--- src/rtl/gamepad_pkg.sv ---
// Shared constants for the serial gamepad front end: FSM encoding, button indices
// and the width helper used to size counters.
package gamepad_pkg;

  typedef logic [2:0] gp_state_t;

  localparam gp_state_t ST_IDLE   = 3'd0;
  localparam gp_state_t ST_LATCH  = 3'd1;
  localparam gp_state_t ST_CLK_LO = 3'd2;
  localparam gp_state_t ST_CLK_HI = 3'd3;
  localparam gp_state_t ST_DONE   = 3'd4;

  // NES order; SNES pads extend the same stream past bit 7.
  localparam int unsigned BTN_A      = 0;
  localparam int unsigned BTN_B      = 1;
  localparam int unsigned BTN_SELECT = 2;
  localparam int unsigned BTN_START  = 3;
  localparam int unsigned BTN_UP     = 4;
  localparam int unsigned BTN_DOWN   = 5;
  localparam int unsigned BTN_LEFT   = 6;
  localparam int unsigned BTN_RIGHT  = 7;

  localparam int unsigned BTN_SNES_X = 9;
  localparam int unsigned BTN_SNES_L = 10;
  localparam int unsigned BTN_SNES_R = 11;

  function automatic int unsigned gp_clog2(input int unsigned value);
    int unsigned width;
    width = 0;
    while ((64'd1 << width) < 64'(value)) begin
      width = width + 1;
    end
    return width;
  endfunction

endpackage

--- src/rtl/pad_shift_chan.sv ---
// One controller channel: LSB-first shift register, inversion to active-high and
// newly-pressed edge detection, all published on the load strobe.
module pad_shift_chan
  import gamepad_pkg::*;
#(
  parameter int unsigned N_BITS = 8
) (
  input  logic              clk_i,
  input  logic              rst_ni,
  input  logic              sample_i,
  input  logic              load_i,
  input  logic              data_i,
  output logic [N_BITS-1:0] buttons_o,
  output logic [N_BITS-1:0] pressed_o
);

  logic [N_BITS-1:0] shift_q, shift_d, shift_in;
  logic [N_BITS-1:0] buttons_q, buttons_d;
  logic [N_BITS-1:0] pressed_q, pressed_d;

  // New bits enter at the top so the first bit received ends up in bit 0.
  if (N_BITS == 1) begin : g_one
    assign shift_in = data_i;
  end else begin : g_multi
    assign shift_in = {data_i, shift_q[N_BITS-1:1]};
  end

  always_comb begin
    shift_d   = sample_i ? shift_in : shift_q;
    buttons_d = buttons_q;
    pressed_d = '0;
    // The final bit is sampled on the same edge as the load, so publish from shift_d.
    if (load_i) begin
      buttons_d = ~shift_d;
      pressed_d = buttons_d & ~buttons_q;
    end
  end

  always_ff @(posedge clk_i) begin
    if (!rst_ni) begin
      shift_q   <= '0;
      buttons_q <= '0;
      pressed_q <= '0;
    end else begin
      shift_q   <= shift_d;
      buttons_q <= buttons_d;
      pressed_q <= pressed_d;
    end
  end

  assign buttons_o = buttons_q;
  assign pressed_o = pressed_q;

endmodule

--- src/rtl/gamepad_reader.sv ---
// Polls 1-4 NES/SNES shift-register pads over shared latch/clock pins and presents
// registered active-high button vectors with a per-poll valid strobe.
module gamepad_reader
  import gamepad_pkg::*;
#(
  parameter int unsigned N_PLAYERS   = 2,
  parameter int unsigned N_BITS      = 8,
  parameter int unsigned CLK_DIV     = 4,
  parameter int unsigned POLL_PERIOD = 420000
) (
  input  logic                          clk,
  input  logic                          rst_n,
  input  logic                          ena,
  input  logic                          poll_req,
  input  logic [N_PLAYERS-1:0]          pad_data,
  output logic                          pad_latch,
  output logic                          pad_clk,
  output logic [N_PLAYERS*N_BITS-1:0]   buttons,
  output logic [N_PLAYERS*N_BITS-1:0]   pressed,
  output logic                          buttons_valid,
  output logic                          busy
);

  localparam int unsigned PW = gp_clog2(2 * CLK_DIV);
  localparam int unsigned BW = gp_clog2(N_BITS) + 1;
  localparam int unsigned CW = gp_clog2(POLL_PERIOD);

  localparam logic [PW-1:0] PH_LATCH_END = PW'(2 * CLK_DIV - 1);
  localparam logic [PW-1:0] PH_HALF_END  = PW'(CLK_DIV - 1);
  localparam logic [BW-1:0] BIT_LAST     = BW'(N_BITS - 1);
  localparam logic [CW-1:0] POLL_LAST    = CW'(POLL_PERIOD - 1);

  gp_state_t     state_q, state_d;
  logic [PW-1:0] phase_q, phase_d;
  logic [BW-1:0] bit_idx_q, bit_idx_d;
  logic [CW-1:0] poll_cnt_q, poll_cnt_d;
  logic          pad_latch_q, pad_latch_d;
  logic          pad_clk_q, pad_clk_d;
  logic          busy_q, busy_d;
  logic          valid_q, valid_d;
  logic          start;
  logic          sample;
  logic          load;

  always_comb begin
    poll_cnt_d = (poll_cnt_q == POLL_LAST) ? '0 : poll_cnt_q + 1'b1;
  end

  // Requests seen outside IDLE are simply dropped.
  assign start = (state_q == ST_IDLE) && (poll_req || (ena && (poll_cnt_q == POLL_LAST)));

  always_comb begin
    state_d   = state_q;
    phase_d   = phase_q;
    bit_idx_d = bit_idx_q;
    sample    = 1'b0;
    case (state_q)
      ST_IDLE: begin
        phase_d   = '0;
        bit_idx_d = '0;
        if (start) begin
          state_d = ST_LATCH;
        end
      end
      ST_LATCH: begin
        if (phase_q == PH_LATCH_END) begin
          sample    = 1'b1;
          phase_d   = '0;
          bit_idx_d = BW'(1);
          state_d   = (N_BITS == 1) ? ST_DONE : ST_CLK_LO;
        end else begin
          phase_d = phase_q + 1'b1;
        end
      end
      ST_CLK_LO: begin
        if (phase_q == PH_HALF_END) begin
          phase_d = '0;
          state_d = ST_CLK_HI;
        end else begin
          phase_d = phase_q + 1'b1;
        end
      end
      ST_CLK_HI: begin
        if (phase_q == PH_HALF_END) begin
          sample  = 1'b1;
          phase_d = '0;
          if (bit_idx_q == BIT_LAST) begin
            state_d = ST_DONE;
          end else begin
            state_d   = ST_CLK_LO;
            bit_idx_d = bit_idx_q + 1'b1;
          end
        end else begin
          phase_d = phase_q + 1'b1;
        end
      end
      ST_DONE: begin
        state_d   = ST_IDLE;
        bit_idx_d = '0;
      end
      default: begin
        state_d   = ST_IDLE;
        phase_d   = '0;
        bit_idx_d = '0;
      end
    endcase
  end

  // Pin and status registers follow the next state so they line up with state_q.
  always_comb begin
    load        = (state_d == ST_DONE);
    pad_latch_d = (state_d == ST_LATCH);
    pad_clk_d   = (state_d != ST_CLK_LO);
    busy_d      = (state_d != ST_IDLE);
    valid_d     = load;
  end

  always_ff @(posedge clk) begin
    if (!rst_n) begin
      state_q     <= ST_IDLE;
      phase_q     <= '0;
      bit_idx_q   <= '0;
      poll_cnt_q  <= '0;
      pad_latch_q <= 1'b0;
      pad_clk_q   <= 1'b1;
      busy_q      <= 1'b0;
      valid_q     <= 1'b0;
    end else begin
      state_q     <= state_d;
      phase_q     <= phase_d;
      bit_idx_q   <= bit_idx_d;
      poll_cnt_q  <= poll_cnt_d;
      pad_latch_q <= pad_latch_d;
      pad_clk_q   <= pad_clk_d;
      busy_q      <= busy_d;
      valid_q     <= valid_d;
    end
  end

  for (genvar p = 0; p < N_PLAYERS; p++) begin : g_chan
    pad_shift_chan #(
      .N_BITS(N_BITS)
    ) u_chan (
      .clk_i    (clk),
      .rst_ni   (rst_n),
      .sample_i (sample),
      .load_i   (load),
      .data_i   (pad_data[p]),
      .buttons_o(buttons[p*N_BITS +: N_BITS]),
      .pressed_o(pressed[p*N_BITS +: N_BITS])
    );
  end

  assign pad_latch     = pad_latch_q;
  assign pad_clk       = pad_clk_q;
  assign busy          = busy_q;
  assign buttons_valid = valid_q;

endmodule

--- config.mk ---
export PLATFORM = sky130hd
export DESIGN_NAME = gamepad_reader
export DESIGN_NICKNAME = d
export VERILOG_FILES = /design/src/rtl/gamepad_pkg.sv /design/src/rtl/pad_shift_chan.sv /design/src/rtl/gamepad_reader.sv
export SDC_FILE = /design/constraint.sdc
export NUM_CORES = 1
export LEC_CHECK = 0
export BUFFER_PORTS_ARGS = -buffer_cell sky130_fd_sc_hd__buf_4
export CORE_MARGIN = 10
export CORE_UTILIZATION = 50
export DETAILED_ROUTE_END_ITERATION = 10
export PLACE_DENSITY = 0.78
export SLEW_MARGIN = 20
export SYNTH_ARGS = -nofsm -noshare
export SYNTH_HDL_FRONTEND = slang
export SYNTH_SLANG_ARGS = --single-unit
--- constraint.sdc ---
create_clock -name clk -period 3.1 [get_ports clk]
set_input_delay 0.62 -clock clk [delete_from_list [all_inputs] [get_ports clk]]
set_output_delay 0.62 -clock clk [all_outputs]
set_load 0.02 [all_outputs]
==> impl_metrics.env, run 1 <==
export IMPL_synth_async_reset_ratio=0
export IMPL_finalCriticalPeriod_ns=2.193
export IMPL_syn_inst=322
export IMPL_path_clk_slew_ns=0.08
export IMPL_wire_per_inst_um=14.26
export IMPL_final_nets=371
export IMPL_critPathRequiredTime_ns=3.35
export IMPL_cp_start_kind="register"
export IMPL_cp_arrival_ns=2.44
export IMPL_fin_skew_ns=0.01498
export IMPL_cts_resized=0
export IMPL_crit_start="phase_q[0]"
export IMPL_worst_slew_pin_slew_ns=0.7096
export IMPL_hpwl_mm=4.286
export IMPL_antenna_found_initial=0
export IMPL_row_count=29
export IMPL_final_setup_tns_ns=0
export IMPL_drive_gt1_frac=0.2149
export IMPL_routabilityCongestion=0.8395
export IMPL_endpoint_kind="register"
export IMPL_rsz0062_at_grt="false"
export IMPL_ctsHtreeMaxLevel=3
export IMPL_cap_violations=0
export IMPL_crit_path_cell_trace="ha_1 > ha_1 > nand2b_1 > a21oi_4 > mux2_2 > and2_1"
export IMPL_ctsHoldBuffers=0
export IMPL_leakage_nw=1.482
export IMPL_setup_worst_path_class="reg -> reg"
export IMPL_grt_max_degree=33
export IMPL_ys_flop_type="dfxtp_1"
export IMPL_grt_overflow=0
export IMPL_critical_path_max_stage_delay_ns=0.58
export IMPL_ir_worst_vdd_mv=0.3224
export IMPL_total_power_mw=1.943
export IMPL_max_slew_margin=0.5269
export IMPL_ys_ff_latch=81
export IMPL_path_max_fanout=16
export IMPL_synthesis_area_mm2=0.003252
export IMPL_synth_enable_flop_cells=0
export IMPL_status="complete, no violations"
export IMPL_die_area_mm2=0.01013
export IMPL_vias_per_cell=5.314
export IMPL_clock_fmax_mhz=455.9
export IMPL_grt_pass1_wl_mm=10.54
export IMPL_syn_area_per_cell_um2=10.10
export IMPL_crit_path_frequent_cell="ha_1"
export IMPL_crit_slowest_cell="a21oi_4"
export IMPL_io_pins=42
export IMPL_cts_sinks=81
export IMPL_via_count=2338
export IMPL_rrSetupSlack_ns=0.91
export IMPL_syn_num_nets=334
export IMPL_grt_usage=0.1264
export IMPL_multi_input_area_mm2=0.001476
export IMPL_yosysWarnings=0
export IMPL_initial_core_util=0.5121
export IMPL_timing_final_crit_share=0.7076
export IMPL_seqCellArea_mm2=0.001622
export IMPL_utilization=0.5913
export IMPL_drtPass1Iterations=4
export IMPL_die_x_um=100.6
export IMPL_yosysUniqueCellTypes=50
export IMPL_drc=0
export IMPL_min_from="g_chan[0].u_chan.buttons_o[3]"
export IMPL_core_area_mm2=0.006350
export IMPL_area_growth_pct=15.47
export IMPL_max_clock_path_buffers=2
export IMPL_postCtsSetupRepairBufs=0
export IMPL_wl_mm=6.276
export IMPL_grt_pass1_vias=2238
export IMPL_drv_slew=0
export IMPL_cts_root_buffer="clkbuf_8"
export IMPL_antenna_left=0
export IMPL_die_h_um=100.6
export IMPL_setup_viol=0
export IMPL_hp_class="reg -> reg"
export IMPL_cts_tree="done"
export IMPL_drt_iter0_drc=84
export IMPL_numCtsBuffers=9
export IMPL_fillerInstances=525
export IMPL_reg2reg_from="phase_q[0]"
export IMPL_ys_seq_area_frac=0.4987
export IMPL_port_buffers=41
export IMPL_hold_violations=0
export IMPL_p_per_area_mw_per_mm2=517.6
export IMPL_clock_latency_ns=0.35
export IMPL_antennaDiodeCount=0
==> power by group <==
part / switching (mW) / total, mW / internal, mW
Clock: 0.384 / 0.835 / 0.451
Combinational: 0.0301 / 0.0511 / 0.0210
Sequential: 0.0100 / 1.06 / 1.05
==> final cells by class <==
class / instances / share of cell area
Clock buffer: 9 / 0.03299
Clock inverter: 6 / 0.02433
Inverter: 8 / 0.007997
Multi-Input combinational cell: 217 / 0.3932
Sequential cell: 81 / 0.4319
Tap cell: 77 / 0.02566
Timing Repair Buffer: 42 / 0.08397
==> per-stage QoR <==
step	instance area, um2	worst slack [ns]	hold slack (ns)	std cells
after floorplan	3252	1.265	0.4298	322
after global placement	3540	0.9799	0.4365	425
after detailed placement	3540	0.8977	0.4358	425
after CTS	3755	0.8687	0.4453	440
after global routing	3755	0.7127	0.4719	440
final	3755	0.9065	0.4456	440
==> layer usage <==
metal | global-route usage | share of wire | vias up | wire length (um)
met5 | 0 | 0 | - | 0
met4 | 0.05543 | 0.020 | 0 | 125
met3 | 0.04115 | 0.047 | 10 | 298
met2 | 0.2015 | 0.50 | 43 | 3142
met1 | 0.1516 | 0.43 | 1100 | 2710
li1 | - | - | 1185 | -
==> registers in the layout, indices dropped and copies added, names as in the netlist <==
name                     count
poll_cnt_q                  19
pad_latch                    1
buttons_valid                1
bit_idx_q                    4
g_chan.u_chan.pressed_o     16
state_q                      3
g_chan.u_chan.shift_q       16
pad_clk                      1
phase_q                      3
g_chan.u_chan.buttons_o     16
busy                         1
==> cell families (layout without fill, tap and decap cells) <==
| family | Yosys count | after routing | synth area share |
|---|---|---|---|
| xor gates and xnor gates | 18 | 18 | 0.04848 |
| AOI/OAI and AO/OA | 40 | 40 | 0.08080 |
| buffers and inverters | 24 | 65 | 0.04732 |
| DFF | 81 | 81 | 0.4987 |
| adders and majority gates | 6 | 6 | 0.02309 |
| muxes | 16 | 16 | 0.06387 |
| and+or+nand+nor | 137 | 137 | 0.2378 |
==> worst max-delay path: cells and delay by family, from the launching register on <==
| family | cells | cell delay, ns |
|---|---|---|
| DFF | 1 | 0.35 |
| muxes | 1 | 0.43 |
| and+or+nand+nor | 2 | 0.29 |
| adders and majority gates | 2 | 0.44 |
| AOI/OAI and AO/OA | 1 | 0.58 |
==> cells in the final DEF (no fill, tap or decap), types with 2 or more instances in the layout <==
cell type,instances
nand2b_1,5
nand4_1,5
o21ai_0,17
o21a_1,2
a22o_1,2
nand4b_1,3
a41o_1,2
xnor2_1,12
and2_1,17
inv_1,8
and3_1,3
mux2_4,8
nor3_1,19
nand2_1,23
nor4b_1,2
nor2_1,24
buf_4,42
nor2b_1,5
a211oi_1,2
mux2_2,6
clkinvlp_4,3
bufinv_16,2
a21oi_1,7
clkbuf_8,9
xor2_1,6
mux2i_1,2
nor3b_1,3
nor4_1,4
nand3_1,14
dfxtp_1,81
ha_1,6
==> synthesized netlist by cell type (2+ instances only) <==
master	instances	area share
buf_12	2	0.012
nand2b_1	5	0.0096
o21ai_0	17	0.026
o21a_1	2	0.0046
buf_6	2	0.0069
buf_4	2	0.0046
inv_1	8	0.0092
nor2_1	24	0.028
mux2i_1	2	0.0062
a21oi_1	7	0.011
clkbuf_1	3	0.0035
and3_1	3	0.0058
nor4_1	4	0.0077
nand4b_1	3	0.0081
nor3b_1	3	0.0069
nand4_1	5	0.0096
nor3_1	19	0.029
a211oi_1	2	0.0046
nor4b_1	2	0.0054
xor2_1	6	0.016
nand3_1	14	0.022
ha_1	6	0.023
and2_1	17	0.033
a22o_1	2	0.0054
nand2_1	23	0.027
a41o_1	2	0.0062
xnor2_1	12	0.032
nor2b_1	5	0.0096
mux2_2	6	0.021
mux2_4	8	0.037
buf_2	7	0.011
dfxtp_1	81	0.50
==> worst paths after layout <==
| path | end | cells past startpoint |
|---|---|---|
| setup / recovery | g_chan[1].u_chan.shift_q[2] | 6 |
| hold / removal | g_chan[0].u_chan.pressed_o[3] | 1 |
| setup reg to reg | g_chan[1].u_chan.shift_q[2] | 6 |
| hold reg to reg | g_chan[0].u_chan.pressed_o[3] | 1 |
No activity file was read; power rests on OpenSTA's default activity.
==> inputs of run 2 (changes only) <==
PLACE_DENSITY = 0.8   (was 0.78)
clock period = 1.9 ns   (was 3.1 ns; I/O delays follow)
==> run 2 against run 1 <==
Net effect: die area is the same; fmax grew 20%; critical path depth grew 1; register-to-register slack lost 0.83 ns; flip-flop and latch count is the same; sequential power grew 62%; count of clock-buffer cells in the layout grew 2; first-iteration DRC count shrank 3.6%; total power grew 68%; global-route usage grew 0.18 points; critical path type unchanged; critical endpoint is now g_chan[1].u_chan.shift_q[6].
==> impl_metrics.env, run 2 (same netlist as run 1, synthesis figures left out) <==
export IMPL_status="complete, no violations"
export IMPL_ctsHoldBuffers=0
export IMPL_cts_sinks=81
export IMPL_grt_pass1_wl_mm=10.65
export IMPL_via_count=2376
export IMPL_largest_register="poll_cnt_q"
export IMPL_ctsHtreeMaxLevel=3
export IMPL_drc=0
export IMPL_antennaDiodeCount=0
export IMPL_worst_slew_pin_slew_ns=0.3941
export IMPL_clock_fmax_mhz=547.1
export IMPL_fillerInstances=502
export IMPL_drv_slew=0
export IMPL_finalCriticalPeriod_ns=1.828
export IMPL_wl_mm=6.664
export IMPL_path_clk_slew_ns=0.09
export IMPL_wire_per_inst_um=14.68
export IMPL_seqCellArea_mm2=0.001622
export IMPL_area_growth_pct=21.20
export IMPL_fin_skew_ns=0.01721
export IMPL_hold_violations=0
export IMPL_utilization=0.6207
export IMPL_grt_usage=0.1282
export IMPL_timing_hold_ws_ns=0.3194
export IMPL_setup_viol=0
export IMPL_finalWorstSetupSlack_ns=0.07203
export IMPL_cts_root_buffer="clkbuf_8"
export IMPL_hold_depth=3
export IMPL_crit_start="phase_q[0]"
export IMPL_drive_gt1_frac=0.2679
export IMPL_cp_arrival_ns=2.07
export IMPL_leakage_nw=1.581
export IMPL_drt_iter0_drc=81
export IMPL_max_slew_margin=0.7369
export IMPL_grt_max_degree=26
export IMPL_endpoint_kind="register"
export IMPL_dp_cells=436
export IMPL_drtPass1Iterations=4
export IMPL_antenna_left=0
export IMPL_grt_pass1_vias=2344
export IMPL_rsz0062_at_grt="true"
export IMPL_numCtsBuffers=9
export IMPL_final_common_cell="dfxtp_1"
export IMPL_final_setup_tns_ns=0
export IMPL_rr_worst_depth=7
export IMPL_ir_worst_vdd_mv=0.6650
export IMPL_hp_class="in -> reg"
export IMPL_mostFrequentLayoutCells="dfxtp_1, buf_4, nor2_1, nand2_1"
export IMPL_io_pins=42
export IMPL_stdcell_area_mm2=0.003941
export IMPL_die_h_um=100.6
export IMPL_port_buffers=41
export IMPL_max_clock_path_buffers=2
export IMPL_core_area_mm2=0.006350
export IMPL_routabilityCongestion=0.8758
export IMPL_grtUsageMet1=0.1389
export IMPL_setup_worst_path_class="reg -> reg"
export IMPL_cap_violations=0
export IMPL_final_nets=384
export IMPL_use_met3=0.03978
export IMPL_die_area_mm2=0.01013
export IMPL_critPathRequiredTime_ns=2.14
export IMPL_gr_usage_met2=0.2206
export IMPL_die_x_um=100.6
export IMPL_path_max_fanout=8
export IMPL_initial_core_util=0.5121
export IMPL_total_power_mw=3.265
export IMPL_grt_overflow=0
export IMPL_placed_area_mm2=0.003635
export IMPL_multi_input_area_mm2=0.001514
export IMPL_timing_final_crit_share=0.9621
export IMPL_row_count=29
export IMPL_busiest_layer="met2"
export IMPL_largest_reg_flops=19
export IMPL_reg2reg_from="phase_q[0]"
export IMPL_dpl_worst_slack_ns=0.04700
export IMPL_hpwl_mm=4.474
export IMPL_antenna_found_initial=0
export IMPL_cts_tree="done"
export IMPL_vias_per_cell=5.233
export IMPL_stdcell_count=454
export IMPL_clock_latency_ns=0.35
export IMPL_min_from="pad_data[1]"
export IMPL_p_per_area_mw_per_mm2=828.3
export IMPL_cp_start_kind="register"
## run 2: worst paths after layout
kind,slack [ns],to
max,0.07,g_chan[1].u_chan.shift_q[6]
min,0.32,g_chan[1].u_chan.pressed_o[7]
max reg2reg,0.07,g_chan[1].u_chan.shift_q[6]
min reg2reg,0.45,g_chan[1].u_chan.pressed_o[2]
## run 2: area by class of cell
type / instances / share of cell area
multi-input cells: 217 / 0.3841
repair buffers: 55 / 0.1124
well taps: 77 / 0.02444
clock buffers: 11 / 0.03841
flip-flops and latches: 81 / 0.4114
inverters: 8 / 0.007619
clock inverters: 5 / 0.02159
## run 2: critical path: stages, from the launching register on
cell	delay, ns
dfxtp_1	0.35
ha_2	0.20
ha_1	0.17
nand2b_1	0.11
a21oi_4	0.22
buf_12	0.16
mux2_2	0.36
and2_1	0.16
## run 2: routing by layer
metal	wire (um)	up-vias
met5	0	-
met2	3455	34
met1	2837	1117
li1	-	1218
met3	258	7
met4	112	0
## run 2: repair_timing
action / in CTS / in global routing
setup endpoints to repair: 0 / 24
gates resized for setup: 0 / 10
setup buffers: 0 / 1
hold endpoints to repair: 0 / 0
## run 2: power by group
part	switching, mW	internal (mW)
logic	0.0547	0.0418
clock network	0.626	0.819
registers	0.0146	1.71
total	0.696	2.57
==> inputs of run 3 (changes only) <==
SYNTH_HIERARCHICAL = 1   (was unset)
==> run 3 against run 2 <==
Net effect: sequential power hardly changed; utilization up 0.90 points; via count increased by 0.63%; synthesized cell count fell by 0.62%; sequential share of layout area fell by 0.73 points; total power fell by 9.7%; non-clock buffer count down 7; global-route usage is 0.096 points lower; final area grew 2.0%; first-iteration DRC count is 8.6% higher; worst setup slack got worse by 0.032 ns; combinational power shrank 6.6%.
==> impl_metrics.env, run 3 <==
export IMPL_status="complete, no violations"
export IMPL_setup_worst_path_class="reg -> reg"
export IMPL_ys_flop_type="dfxtp_1"
export IMPL_max_slew_margin=0.5745
export IMPL_grt_usage=0.1273
export IMPL_crit_path_cell_trace="ha_4 > ha_4 > mux2i_1 > nor2_2 > clkbuf_16 > mux2i_1 > and2b_1"
export IMPL_final_common_cell="dfxtp_1"
export IMPL_ys_seq_area_frac=0.4880
export IMPL_synth_async_reset_ratio=0
export IMPL_grt_pass1_wl_mm=10.74
export IMPL_core_area_mm2=0.006386
export IMPL_path_clk_slew_ns=0.08
export IMPL_crit_start="phase_q[1]"
export IMPL_via_count=2391
export IMPL_stdcell_count=446
export IMPL_fin_skew_ns=0.01495
export IMPL_numCtsBuffers=9
export IMPL_cp_arrival_ns=2.11
export IMPL_ctsHtreeMaxLevel=3
export IMPL_drc=0
export IMPL_yosysWarnings=6
export IMPL_antenna_found_initial=0
export IMPL_antennaDiodeCount=0
export IMPL_clock_fmax_mhz=537.6
export IMPL_row_count=29
export IMPL_wire_per_inst_um=14.74
export IMPL_final_setup_tns_ns=0
export IMPL_hp_class="in -> reg"
export IMPL_mostFrequentLayoutCells="dfxtp_1, buf_4, and2b_1, nor2_1, a22o_1"
export IMPL_largest_register="poll_cnt_q"
export IMPL_die_area_mm2=0.01031
export IMPL_final_nets=377
export IMPL_r2r_end="g_chan[0].u_chan/shift_q[6]"
export IMPL_p_per_area_mw_per_mm2=733.3
export IMPL_syn_area_per_cell_um2=10.38
export IMPL_leakage_nw=1.604
export IMPL_synth_enable_flop_cells=0
export IMPL_stdcell_area_mm2=0.004021
export IMPL_crit_slowest_cell="dfxtp_2"
export IMPL_clock_latency_ns=0.35
export IMPL_critical_path_max_stage_delay_ns=0.36
export IMPL_wl_mm=6.572
export IMPL_drive_gt1_frac=0.2710
export IMPL_drt_iter0_drc=88
export IMPL_cts_tree="done"
export IMPL_busiest_layer="met2"
export IMPL_vias_per_cell=5.361
export IMPL_synth_top_area_share=0.4880
export IMPL_max_clock_path_buffers=2
export IMPL_routabilityCongestion=0.8277
export IMPL_endpoint_kind="register"
export IMPL_cts_sinks=81
export IMPL_area_growth_pct=21.01
export IMPL_ir_worst_vdd_mv=0.5533
export IMPL_cap_violations=0
export IMPL_die_x_um=101.5
export IMPL_drtPass1Iterations=4
export IMPL_port_buffers=41
export IMPL_grtUsageMet1=0.1451
export IMPL_worstPathBufferInverterCount=1
export IMPL_worst_path_stages=7
export IMPL_setup_viol=0
export IMPL_syn_inst=320
export IMPL_synthesis_area_mm2=0.003323
export IMPL_grt_pass1_vias=2341
export IMPL_path_max_fanout=8
export IMPL_hold_violations=0
export IMPL_finalCriticalPeriod_ns=1.860
export IMPL_cp_start_kind="register"
export IMPL_yosysTopAreaCell="dfxtp_1"
export IMPL_reg2reg_from="phase_q[1]"
export IMPL_use_met3=0.05310
export IMPL_grt_overflow=0
export IMPL_worst_slew_pin_slew_ns=0.6369
export IMPL_initial_core_util=0.5204
export IMPL_die_h_um=101.5
export IMPL_drv_slew=0
export IMPL_hpwl_mm=4.547
export IMPL_timing_final_crit_share=0.9790
export IMPL_endpoint="g_chan[0].u_chan/shift_q[6]"
export IMPL_grt_max_degree=25
export IMPL_rrSetupSlack_ns=0.04
export IMPL_io_pins=42
export IMPL_cts_root_buffer="clkbuf_8"
export IMPL_rr_worst_depth=7
export IMPL_antenna_left=0
export IMPL_path_delay_family="simple AND/OR/NAND/NOR gates"
export IMPL_placed_area_mm2=0.003687
export IMPL_ys_top_cells_by_area="dfxtp_1, and2b_1, mux2i_1"
export IMPL_rsz0062_at_grt="true"
export IMPL_synthTopCellsByCount="dfxtp_1, and2b_1, nor2_1"
export IMPL_syn_num_nets=332
export IMPL_synth_most_common_cell="dfxtp_1"
export IMPL_yosysUniqueCellTypes=48
export IMPL_largest_reg_flops=19
export IMPL_gr_usage_met2=0.2095
export IMPL_ys_ff_latch=81
export IMPL_dp_cells=429
export IMPL_critPathRequiredTime_ns=2.15
[run 3: cell count changes after synthesis, sizes merged, moves of 13 or more]
cell   delta
a22o     +14
and2     -16
and2b    +30
mux2     -13
mux2i    +16
nor3     -17
nor3b    +18
o21ai    -13
[run 3: timing repair]
action                                  in CTS  in global routing
gates cloned                                 0                  1
hold buffers                                 0                  0
endpoints found under the setup margin       2                 54
pin swaps                                    0                  4
setup buffers                                0                  1
gates resized for setup                      1                 27
[run 3: layout make-up]
| type | instances | area (um2) |
|---|---|---|
| fill | 530 | 2365 |
| inverter | 7 | 26.28 |
| clock inverter | 4 | 27.53 |
| multi-input combinational | 218 | 1692 |
| sequential | 81 | 1625 |
| clock buffer | 11 | 151.4 |
| timing repair buffer | 48 | 402.9 |
| tap | 77 | 96.34 |
[run 3: kinds of logic after synthesis]
group                      share of synthesized area
xor gates and xnor gates                     0.03953
DFF                                           0.4880
muxes                                        0.05760
AOI/OAI and AO/OA                            0.08810
adders and majority gates                    0.02259
buffers and inverters                        0.04028
and+or+nand+nor                               0.2639
[run 3: worst min-delay path by stage]
stage / slack (ns) / from / cells after the start / end
final: 0.38 / rst_n / 2 / phase_q[2]
after global routing: 0.36 / pad_data[1] / 3 / g_chan[1].u_chan/pressed_o[7]
after CTS: 0.36 / rst_n / 2 / phase_q[2]
after detailed placement: 0.43 / g_chan[0].u_chan/buttons_o[0] / 1 / g_chan[0].u_chan/pressed_o[0]
after global placement: 0.43 / g_chan[0].u_chan/buttons_o[0] / 1 / g_chan[0].u_chan/pressed_o[0]
after floorplan: 0.44 / poll_cnt_q[0] / 1 / poll_cnt_q[0]
[run 3: power breakdown]
group	switching (mW)	internal, mW
clock	0.592	0.541
sequential	0.0151	1.71
combinational	0.0540	0.0362
[run 3: metrics by stage]
step / utilization / setup WS [ns] / hold slack (ns) / power [mW]
2_1_floorplan: - / 0.09833 / 0.4398 / 1.824
3_3_place_gp: 0.5774 / 0.08037 / 0.4316 / 1.851
3_5_place_dp: 0.5774 / -0.005137 / 0.4299 / 1.853
4_1_cts: 0.6058 / 0.001133 / 0.3641 / 2.987
5_1_grt: 0.6297 / -0.03443 / 0.3642 / 3.072
6_report: 0.6297 / 0.03991 / 0.3787 / 2.949
[run 3: per-layer routing]
metal  up-vias  part of all wire
li1       1212                 -
met1      1126              0.45
met2        44              0.47
met3         9             0.070
met4         0             0.011
met5         -                 0
